## src/rtl/axi_lite_pkg.sv

```systemverilog
// axi_lite_pkg: shared response codes, master FSM states and protection default.
package axi_lite_pkg;
   typedef enum logic [1:0] {
      OKAY   = 2'b00,
      EXOKAY = 2'b01,
      SLVERR = 2'b10,
      DECERR = 2'b11
   } resp_t;
   typedef enum logic [2:0] {
      IDLE,
      WR_REQ,
      WR_RESP,
      RD_REQ,
      RD_RESP,
      RSP
   } mst_state_t;
   localparam logic [2:0] PROT_DEFAULT = 3'b000;
endpackage

```

## src/rtl/axi_lite_to_cnt.sv

```systemverilog
// axi_lite_to_cnt: per-state wait counter; expires on the last allowed wait cycle.
module axi_lite_to_cnt #(
   parameter int TIMEOUT_CYCLES = 0,
   parameter int TO_W           = 16
) (
   input  logic i_clk,
   input  logic i_rst,
   input  logic i_clr,
   input  logic i_en,
   output logic o_expire
);
   logic [TO_W-1:0] r_cnt;
   always_ff @(posedge i_clk)
      if (i_rst || i_clr) r_cnt <= '0;
      else if (i_en) r_cnt <= r_cnt + 1'b1;
   // A zero budget disables expiry entirely.
   assign o_expire = (TIMEOUT_CYCLES != 0) && i_en && (r_cnt == TO_W'(TIMEOUT_CYCLES - 1));
endmodule

```

## src/rtl/axi_lite_master_cmd.sv

```systemverilog
// axi_lite_master_cmd: single-outstanding AXI4-Lite master behind a valid/ready
// command port, returning one response per command with optional timeout abort.
module axi_lite_master_cmd
   import axi_lite_pkg::*;
#(
   parameter int ADDR_W         = 12,
   parameter int DATA_W         = 32,
   parameter int TIMEOUT_CYCLES = 0,
   parameter int TO_W           = 16
) (
   input  logic                i_axi_aclk,
   input  logic                i_axi_areset,
   input  logic                i_cmd_valid,
   output logic                o_cmd_ready,
   input  logic                i_cmd_write,
   input  logic [ADDR_W-1:0]   i_cmd_addr,
   input  logic [DATA_W-1:0]   i_cmd_wdata,
   input  logic [DATA_W/8-1:0] i_cmd_wstrb,
   output logic                o_rsp_valid,
   input  logic                i_rsp_ready,
   output logic                o_rsp_write,
   output logic [DATA_W-1:0]   o_rsp_rdata,
   output logic [1:0]          o_rsp_resp,
   output logic                o_rsp_timeout,
   output logic                o_axi_awvalid,
   input  logic                i_axi_awready,
   output logic [ADDR_W-1:0]   o_axi_awaddr,
   output logic [2:0]          o_axi_awprot,
   output logic                o_axi_wvalid,
   input  logic                i_axi_wready,
   output logic [DATA_W-1:0]   o_axi_wdata,
   output logic [DATA_W/8-1:0] o_axi_wstrb,
   input  logic                i_axi_bvalid,
   output logic                o_axi_bready,
   input  logic [1:0]          i_axi_bresp,
   output logic                o_axi_arvalid,
   input  logic                i_axi_arready,
   output logic [ADDR_W-1:0]   o_axi_araddr,
   output logic [2:0]          o_axi_arprot,
   input  logic                i_axi_rvalid,
   output logic                o_axi_rready,
   input  logic [DATA_W-1:0]   i_axi_rdata,
   input  logic [1:0]          i_axi_rresp
);
   mst_state_t          r_state, w_state_next;
   logic                r_write, r_aw_done, r_w_done, r_timeout;
   logic [ADDR_W-1:0]   r_addr;
   logic [DATA_W-1:0]   r_wdata, r_rdata;
   logic [DATA_W/8-1:0] r_wstrb;
   logic [1:0]          r_resp;
   logic                w_accept, w_aw_hs, w_w_hs, w_wait, w_expire, w_abort;

   assign o_cmd_ready   = (r_state == IDLE) && !i_axi_areset;
   assign w_accept      = i_cmd_valid && o_cmd_ready;
   assign o_axi_awvalid = (r_state == WR_REQ) && !r_aw_done;
   assign o_axi_wvalid  = (r_state == WR_REQ) && !r_w_done;
   assign o_axi_bready  = r_state == WR_RESP;
   assign o_axi_arvalid = r_state == RD_REQ;
   assign o_axi_rready  = r_state == RD_RESP;
   assign o_rsp_valid   = r_state == RSP;
   assign w_aw_hs       = o_axi_awvalid && i_axi_awready;
   assign w_w_hs        = o_axi_wvalid && i_axi_wready;
   assign w_wait        = r_state inside {WR_REQ, WR_RESP, RD_REQ, RD_RESP};
   assign o_axi_awaddr  = r_addr;
   assign o_axi_araddr  = r_addr;
   assign o_axi_wdata   = r_wdata;
   assign o_axi_wstrb   = r_wstrb;
   assign o_axi_awprot  = PROT_DEFAULT;
   assign o_axi_arprot  = PROT_DEFAULT;
   assign o_rsp_write   = r_write;
   assign o_rsp_rdata   = r_rdata;
   assign o_rsp_resp    = r_resp;
   assign o_rsp_timeout = r_timeout;

   // Counter restarts on every state change, giving each wait state its own budget.
   axi_lite_to_cnt #(
      .TIMEOUT_CYCLES(TIMEOUT_CYCLES),
      .TO_W          (TO_W)
   ) u_to_cnt (
      .i_clk   (i_axi_aclk),
      .i_rst   (i_axi_areset),
      .i_clr   (r_state != w_state_next),
      .i_en    (w_wait),
      .o_expire(w_expire)
   );

   always_ff @(posedge i_axi_aclk)
      if (i_axi_areset) r_state <= IDLE;
      else r_state <= w_state_next;

   // A handshake completing in the expiry cycle takes priority over the abort.
   always_comb begin
      w_state_next = r_state;
      w_abort      = 1'b0;
      case (r_state)
         IDLE:    if (w_accept) w_state_next = i_cmd_write ? WR_REQ : RD_REQ;
         WR_REQ:  if ((r_aw_done || w_aw_hs) && (r_w_done || w_w_hs)) w_state_next = WR_RESP;
                  else w_abort = w_expire;
         WR_RESP: if (i_axi_bvalid) w_state_next = RSP;
                  else w_abort = w_expire;
         RD_REQ:  if (i_axi_arready) w_state_next = RD_RESP;
                  else w_abort = w_expire;
         RD_RESP: if (i_axi_rvalid) w_state_next = RSP;
                  else w_abort = w_expire;
         RSP:     if (i_rsp_ready) w_state_next = IDLE;
         default: w_state_next = IDLE;
      endcase
      if (w_abort) w_state_next = RSP;
   end

   always_ff @(posedge i_axi_aclk)
      if (i_axi_areset) begin
         r_write   <= 1'b0;
         r_aw_done <= 1'b0;
         r_w_done  <= 1'b0;
         r_timeout <= 1'b0;
         r_addr    <= '0;
         r_wdata   <= '0;
         r_wstrb   <= '0;
         r_rdata   <= '0;
         r_resp    <= '0;
      end else begin
         if (w_accept) begin
            r_write   <= i_cmd_write;
            r_addr    <= i_cmd_addr;
            r_wdata   <= i_cmd_wdata;
            r_wstrb   <= i_cmd_wstrb;
            r_aw_done <= 1'b0;
            r_w_done  <= 1'b0;
         end
         if (r_state == WR_REQ) begin
            r_aw_done <= r_aw_done || w_aw_hs;
            r_w_done  <= r_w_done || w_w_hs;
         end
         if (r_state == WR_RESP && i_axi_bvalid) begin
            r_resp    <= i_axi_bresp;
            r_rdata   <= '0;
            r_timeout <= 1'b0;
         end
         if (r_state == RD_RESP && i_axi_rvalid) begin
            r_resp    <= i_axi_rresp;
            r_rdata   <= i_axi_rdata;
            r_timeout <= 1'b0;
         end
         if (w_abort) begin
            r_resp    <= SLVERR;
            r_rdata   <= '0;
            r_timeout <= 1'b1;
         end
      end
endmodule

```

## config.mk

```make
export PLATFORM = sky130hd
export DESIGN_NAME = axi_lite_master_cmd
export DESIGN_NICKNAME = d
export VERILOG_FILES = /design/src/rtl/axi_lite_pkg.sv /design/src/rtl/axi_lite_to_cnt.sv /design/src/rtl/axi_lite_master_cmd.sv
export SDC_FILE = /design/constraint.sdc
export NUM_CORES = 1
export LEC_CHECK = 0
export BUFFER_PORTS_ARGS = -buffer_cell sky130_fd_sc_hd__buf_2
export CAP_MARGIN = 20
export CORE_UTILIZATION = 25
export CTS_BUF_LIST = sky130_fd_sc_hd__clkbuf_16
export DETAILED_ROUTE_END_ITERATION = 10
export PLACE_DENSITY = 0.62
export SYNTH_ARGS = -nofsm -noshare
export SYNTH_HDL_FRONTEND = slang
export SYNTH_SLANG_ARGS = --single-unit
```

## constraint.sdc

```tcl
create_clock -name i_axi_aclk -period 2 [get_ports i_axi_aclk]
set_input_delay 0.2 -clock i_axi_aclk [delete_from_list [all_inputs] [get_ports i_axi_aclk]]
set_output_delay 0.2 -clock i_axi_aclk [all_outputs]
set_load 0.01 [all_outputs]
```

* Word level (Yosys, flattened, before mapping)
Index checks and enable logic that the tools add are counted.
** Storage, ports and cells
- Output and inout bits :: 109
- Memory bits (writable) :: 0
- Memories :: 0
- Bits in latches :: 0
- Word-level logic and storage cells :: 53
- Memory bits (read-only) :: 0
- Bits of input ports :: 94
- Register bits :: 88
** Cells by class
- Magnitude comparators :: 0
- Reduce and logical (&&, ||, !) cells :: 18
- Eq/ne operators :: 11
- Bitwise logic cells :: 0
- Add/subtract/negate cells :: 0
- Multipliers :: 0
- Muxes and demuxes :: 15
- Shifts and indexed selects :: 0
- Divide/modulo/power cells :: 0
** Operators with widths (number)
- $mux W32 :: 2
- $mux W3 :: 6
- $pmux W3 S6 :: 1
- $logic_and A1 B1 Y1 :: 9
- $eq A3 B2 Y1 const B :: 2
- $eq A3 B3 Y1 const B :: 2
- $mux W2 :: 3
- $ne A2 B1 Y1 const B :: 3
- $ne A2 B2 Y1 const B :: 3
- $reduce_and A6 Y1 :: 1
- $reduce_bool A2 Y1 :: 2
- $eq A3 B1 Y1 const B :: 1
- $logic_not A1 Y1 :: 3
- $logic_not A3 Y1 :: 1
- $mux W1 :: 3
- $logic_or A1 B1 Y1 :: 2

* Depth between registers and ports, before layout
Gate-level depths: netlist of the first run.
- Word-level depth :: 7
- Mapped depth :: 8
- Gate-level depth less buffers :: 4

* Cells and area by module
From an unflattened synthesis of the first run, not the netlist that was laid out.
** Second synthesis, totals
- Cells, all modules :: 411
- Area, all modules :: 3482.1 um^2
** By module, submodules not included
- axi_lite_master_cmd :: instances 1, seq. area each 1781.7 um^2, cells an instance 409, area each 3470.8 um^2
- axi_lite_to_cnt :: instances 1, seq. area each 0.0 um^2, cells an instance 2, area each 11.3 um^2

* Worst setup path after synthesis of the first run
OpenSTA, ideal clock, no wires.
- Kind :: reg-to-reg
- Start :: reg r_state[0]
- End :: reg r_wdata[0], in the netlist o_axi_wdata[0]
- Stages on the path, launching flop included :: 9
- Path slack :: 0.272 ns
- Library setup time :: 0.113 ns
- Period minus slack after synthesis :: 1.728 ns
- Required time :: 1.887 ns
- Arrival time :: 1.615 ns
- Buffers on the path :: 4
- Cells stage by stage :: dfxtp_1 buf_6 or3b_4 or3_1 clkbuf_1 buf_6 buf_6 nand3b_2 nand2_1
** Between the ends
- Word-level cells in the longest chain between the ends :: 3
** Ends and longest elaborated chain
- start, declared :: RTL line axi_lite_master_cmd.sv:45 : mst_state_t r_state, w_state_next;
- start signal, assigned :: RTL line axi_lite_master_cmd.sv:89 : else r_state <= w_state_next;
- $logic_not A3 Y1 :: RTL line axi_lite_master_cmd.sv:53 : assign o_cmd_ready = (r_state == IDLE) && !i_axi_areset;
- $logic_and A1 B1 Y1 :: RTL line axi_lite_master_cmd.sv:53
- $logic_and A1 B1 Y1 :: RTL line axi_lite_master_cmd.sv:54 : assign w_accept = i_cmd_valid && o_cmd_ready;
- end signal, assigned :: RTL line axi_lite_master_cmd.sv:126 : r_wdata <= i_cmd_wdata;
- end, declared :: RTL line axi_lite_master_cmd.sv:48 : logic [DATA_W-1:0] r_wdata, r_rdata;
No other way between the ends.
A chain may end at the register's enable or synchronous reset.

* Worst setup path in the final report of the first run
- Start :: reg r_state[1]
- End :: out o_axi_bready
** Between the ends
- Word-level cells in the longest chain between the ends :: 1
** Ends and longest elaborated chain
- $eq A3 B2 Y1 :: RTL line axi_lite_master_cmd.sv:57 : assign o_axi_bready = r_state == WR_RESP;
- end, declared :: RTL line axi_lite_master_cmd.sv:34 : output logic o_axi_bready,
No other way between the ends.

==> flow_summary.toml, run 1 <==
[clocking]
cts_tree = "built"
clock_latency_ns = 0.33
cts_resized = 0
clkSinkCount = 88
htreeDepth = 3
post_cts_buffers = 0
cts_buffer_depth = 2
ctsHoldBuffers = 0
clk_pin_slew_ns = 0.06
cts_buffers = 9
cts_root_buffer = "clkbuf_16"

[detailed_routing]
antenna_left = 0
vias = 3318
drc = 0
drtIter0Drc = 112
routed_wl_um = 9670
vias_per_cell = 4.44
wl_per_cell_um = 12.9
drt_pass1_iterations = 4

[placement]
post-dp-hpwl_um = 6930
place_inst = 731
gp_congestion = 0.741
port-buffer-count = 195
post_dp_cell_area_um2 = 4550

[min_path]
hold_start = "i_cmd_wdata[10]"
whs_path_depth = 3
whs_endpoint = "o_axi_wdata[10]"
hold_class = "in -> reg"

[floorplanning]
fp.dieW_um = 120
core-area_um2 = 13400
num_rows = 42
dieArea_um2 = 14400
start_util_pct = 26.0
die_y_um = 120
io_pins = 203

[critical_path]
path_buf_inv = 2
cp-end-kind = "output port"
rr_endpoint = "o_axi_araddr[11]"
crit_required_ns = 1.80
critPathLaunch = "r_state[1]"
reg2regPathDepth = 5
crit_slowest_cell = "dfxtp_1"
crit_family = "flip-flops"
r2r-start = "r_state[0]"
cpMostUsedCell = "nor2b_1"
worstPathCellList = "buf_4 > nor2b_1 > nor2b_1 > buf_2"
critPathKind = "reg -> out"
startpoint_type = "register"
worstSetupPathDepth = 4
cpPeakStageDelay_ns = 0.46
reg2reg_slack_ns = 0.30
crit_fanout = 8
worstPathArrival_ns = 1.54

[cells_and_area]
seq_area_um2 = 1760
multiInputGateArea_um2 = 1480
drive_gt1_share_pct = 41.0
finalNonFillerCells = 748
area_growth_pct = 39.4
fill_cells = 1399
finalInstanceArea_um2 = 4860
layout.nets = 660

[power_and_ir_drop]
max-vdd-ir-drop_mv = 0.403
powerDensity_nw_per_um2 = 944
p_leak_nw = 2.51

[sta]
finalHoldViolCount = 0
finalCriticalPeriod_ns = 1.74
setup_viol = 0
hold_ws_ns = 0.0450
fin_crit_sh_pct = 87.2
worst_pin_slew_ns = 0.804
slew_headroom_pct = 46.4
clock.fmax_ghz = 0.573
rsz0062_at_grt = "false"
tns_ns = 0
slew_viol_final = 0
clock_skew_ns = 0.00332

[global_route]
grt-ovfl-total = 0
grt_pass1_wl_um = 15300
grt_max_degree = 91
antenna_found_initial = 2
grt_util_all_layers_pct = 13.5
grt_pass1_vias = 3093

[synthesis]
yosys-top-cells-count = "nand2_1, dfxtp_1, nand3b_1"
synth_top_cells_by_area = "dfxtp_1, nand2_1, nand3b_1, a22oi_1, buf_4"
synth_most_common_cell = "nand2_1"
synth-main-ff-cell = "dfxtp_1"
yosysTopAreaCell = "dfxtp_1"
syn_avg_cell_area_um2 = 8.83
async_flop_share_pct = 0
ys_seq_elements = 88
synthCells = 395
synth_cell_types = 34
synth-edff-count = 0
synth_seq_area_share_pct = 50.5
netlist_area_um2 = 3490
synth_top_area_share_pct = 50.5
ys_warn_count = 0

[status]
outcome = "completed"

[flow_run]
maxCapViolations = 0
==> stage by stage <==
| stage | worst slack, ns | utilization (%) | power [W] |
|---|---|---|---|
| final | 0.255 | 36.3 | 0.00459 |
| after floorplan | 0.272 | - | 0.00257 |
| after CTS | 0.224 | 36.3 | 0.00468 |
| after global routing | 0.0774 | 36.3 | 0.00485 |
| after global placement | 0.332 | 34.0 | 0.00290 |
| after detailed placement | 0.294 | 34.0 | 0.00292 |
==> flip-flops by register name, indices dropped and copies added (netlist names) <==
name,cells
o_axi_araddr,12
o_rsp_resp,2
o_axi_wdata,32
r_w_done,1
o_axi_wstrb,4
r_aw_done,1
r_state,3
o_rsp_rdata,32
o_rsp_write,1
==> cell families (layout without fill, tap and decap cells) <==
kind of cell	after synthesis	after routing	share of synthesized area (%)
flip-flops	88	88	50.5
AND/OR/NAND/NOR	204	204	30.0
AO/OA/AOI/OAI	45	45	9.29
buffers and inverters	51	221	8.32
other	1	8	0.108
multiplexers	6	6	1.79
==> cell usage in the layout (no fill, tap or decap), drive strengths merged, types with 2 or more instances in the layout <==
master  instances
a21oi           4
a22oi          32
a31oi           2
buf           205
bufinv          2
clkbuf          9
clkinv          2
conb            7
dfxtp          88
inv             3
mux2            2
mux2i           4
nand2         101
nand3b         50
nor2           38
nor2b           2
nor3            3
nor4bb          2
o21ai           2
==> metal layers <==
metal | routed length, µm | global-route usage, % | vias up
li1 | - | - | 1641
met1 | 4170 | 15.7 | 1520
met2 | 4590 | 22.2 | 147
met3 | 810 | 4.94 | 8
met4 | 92 | 5.70 | 2
met5 | 10 | 0 | -
==> how the worst max path moves through the flow <==
stage	end	slack, ns
2_1_floorplan	o_axi_wdata[0]	0.27
6_report	o_axi_bready	0.26
3_5_place_dp	o_axi_araddr[11]	0.29
3_3_place_gp	o_axi_araddr[11]	0.33
5_1_grt	o_axi_wvalid	0.08
4_1_cts	o_axi_bready	0.22
==> power by group <==
part           leakage [nW]  internal, W  switching [W]
Clock                 0.161      0.00107       0.000647
Combinational          1.63     0.000372       0.000485
Sequential            0.718      0.00191      0.0000974
Total                  2.51      0.00336        0.00123
==> area by class of cell <==
type,count,area share (%)
Timing Repair Buffer,205,22.4
Sequential cell,88,36.2
Clock inverter,7,1.65
Multi-Input combinational cell,262,30.5
Tap cell,176,4.53
Clock buffer,9,4.63
Antenna cell,1,0.0515
==> tightest hold or removal path: stages <==
cell	delay, ns
buf_2	0.07
nand2_1	0.04
nand2_1	0.04
Note: power is estimated with default switching activity, not from simulation.
==> run 2: changes to the inputs <==
--- a/config.mk
+++ b/config.mk
@@ -7,8 +7,10 @@
 export LEC_CHECK = 0
 export BUFFER_PORTS_ARGS = -buffer_cell sky130_fd_sc_hd__buf_2
 export CAP_MARGIN = 20
+export CORE_ASPECT_RATIO = 0.9
 export CORE_UTILIZATION = 25
 export CTS_BUF_LIST = sky130_fd_sc_hd__clkbuf_16
+export CTS_CLUSTER_DIAMETER = 30
 export DETAILED_ROUTE_END_ITERATION = 10
 export PLACE_DENSITY = 0.62
 export SYNTH_ARGS = -nofsm -noshare
==> run 2 against run 1 <==
Against the previous run:
- design area is 0.69% lower
- non-clock buffer count up 1
- wire length rose by 0.63%
- global-route usage is 0.32 points higher
- via count grew 1.3%
- sequential cell count stayed put
- core utilization shrank 0.42 points
- clock power decreased by 6%
- fmax is 2.5% lower
- count of clock-buffer cells in the layout did not move
==> flow_summary.toml, run 2 (same netlist as run 1, synthesis figures left out) <==
[status]
outcome = "completed"

[clocking]
cts_resized = 0
clkSinkCount = 88
cts_root_buffer = "clkbuf_16"
post_cts_buffers = 0
clk_pin_slew_ns = 0.06
clock_latency_ns = 0.34
cts_tree = "built"
cts_buffers = 9
ctsHoldBuffers = 0
htreeDepth = 3
cts_buffer_depth = 2

[placement]
port-buffer-count = 195
place_ws_ns = 0.236
post-dp-hpwl_um = 6910
gp_congestion = 0.742

[power_and_ir_drop]
netSwitchingFraction_pct = 27.8
max-vdd-ir-drop_mv = 0.427
p_int_w = 0.00324
p_switching_w = 0.00124
power_frac_comb_pct = 19.3
powerDensity_nw_per_um2 = 929
p_leak_nw = 2.50
power_frac_seq_pct = 44.9
clockPowerShare_pct = 35.8

[floorplanning]
start_util_pct = 25.9
num_rows = 40
die_y_um = 114
core-area_um2 = 13500
dieArea_um2 = 14400
fp.dieW_um = 126
io_pins = 203

[global_route]
antenna_found_initial = 2
grt_pass1_wl_um = 15600
grt_pass1_vias = 3227
grt-ovfl-total = 0
grt_util_all_layers_pct = 13.8
grt_max_degree = 91

[sta]
fin_crit_sh_pct = 89.5
final.setup.worst_slack_ns = 0.210
slew_headroom_pct = 46.8
clock_skew_ns = 0.00494
hold_ws_ns = 0.0439
finalCriticalPeriod_ns = 1.79
finalHoldViolCount = 0
rsz0062_at_grt = "false"
slew_viol_final = 0
tns_ns = 0
worst_pin_slew_ns = 0.799
setup_viol = 0
clock.fmax_ghz = 0.559

[detailed_routing]
antenna_left = 0
wl_per_cell_um = 13.2
routed_wl_um = 9730
vias = 3360
drt_pass1_iterations = 4
drtIter0Drc = 196
drc = 0
vias_per_cell = 4.54

[min_path]
hold_class = "in -> reg"
whs_path_depth = 3

[critical_path]
startpoint_type = "register"
worstPathArrival_ns = 2.02
crit_required_ns = 2.23
cp-end-kind = "register"
critPathKind = "reg -> reg"
reg2regPathDepth = 5
crit_fanout = 48

[cells_and_area]
drive_gt1_share_pct = 41.2
layout_common_cells = "buf_2, nand2_1, dfxtp_1"
layout_commonest_cell = "buf_2"
area_growth_pct = 38.4
layout.nets = 661

[flow_run]
maxCapViolations = 0
==> run 2: cell types whose count changed in the layout (fill, tap and decap cells not counted), sizes merged <==
| cell | before | now |
|---|---|---|
| inv | 3 | 2 |
| buf | 205 | 206 |
| bufinv | 2 | 1 |
| clkinvlp | 0 | 1 |
==> run 2: routing by layer <==
metal	vias to the layer above	track usage [%]	part of all wire (%)	wire length, µm
met5	-	0	0	0
met4	0	6.43	2.2	216
met3	14	5.35	7.9	769
met2	136	24.4	48	4720
met1	1569	14.6	41	4030
li1	1641	-	-	-
==> run 2: path summary, 6_finish.rpt <==
| kind | start | slack, ns | to |
|---|---|---|---|
| worst max-delay path | r_state[0] | 0.21 | o_axi_wdata[24] |
| worst min-delay path | i_cmd_wdata[3] | 0.04 | o_axi_wdata[3] |
| worst max register to register | r_state[0] | 0.21 | o_axi_wdata[24] |
| worst min register to register | o_axi_wdata[11] | 0.47 | o_axi_wdata[11] |
==> run 2: worst max-delay path: stages (launching register included) <==
cell      delay (ns)
dfxtp_1         0.34
or3b_4          0.43
or3_2           0.48
buf_12          0.20
nand3b_1        0.12
nand2_1         0.06
==> run 2: area by class of cell <==
class / instances / area (µm²)
fill: 1388 / 8640
sequential: 88 / 1760
multi-input combinational: 262 / 1480
timing repair buffer: 206 / 1090
clock buffer: 9 / 225
tap: 168 / 210
clock inverter: 6 / 53.8
antenna: 1 / 2.50
==> run 2: per-stage QoR <==
| step | instances | utilization, % | total power [W] | cell area, µm² |
|---|---|---|---|---|
| detailed placement | 724 | 33.8 | 0.00293 | 4550 |
| floorplan | 401 | - | 0.00257 | 3510 |
| global route | 740 | 35.9 | 0.00474 | 4830 |
| global placement | 723 | 33.6 | 0.00289 | 4520 |
| finish | 740 | 35.9 | 0.00448 | 4830 |
| CTS | 739 | 35.8 | 0.00458 | 4820 |
==> run 2: power by group through the flow <==
stage,sequential (W),combinational (W),clock (W)
6_report,0.00201,0.000867,0.00161
5_1_grt,0.00203,0.000961,0.00175
4_1_cts,0.00201,0.000877,0.00169
3_5_place_dp,0.00205,0.000875,0
3_3_place_gp,0.00204,0.000848,0
2_1_floorplan,0.00211,0.000460,0
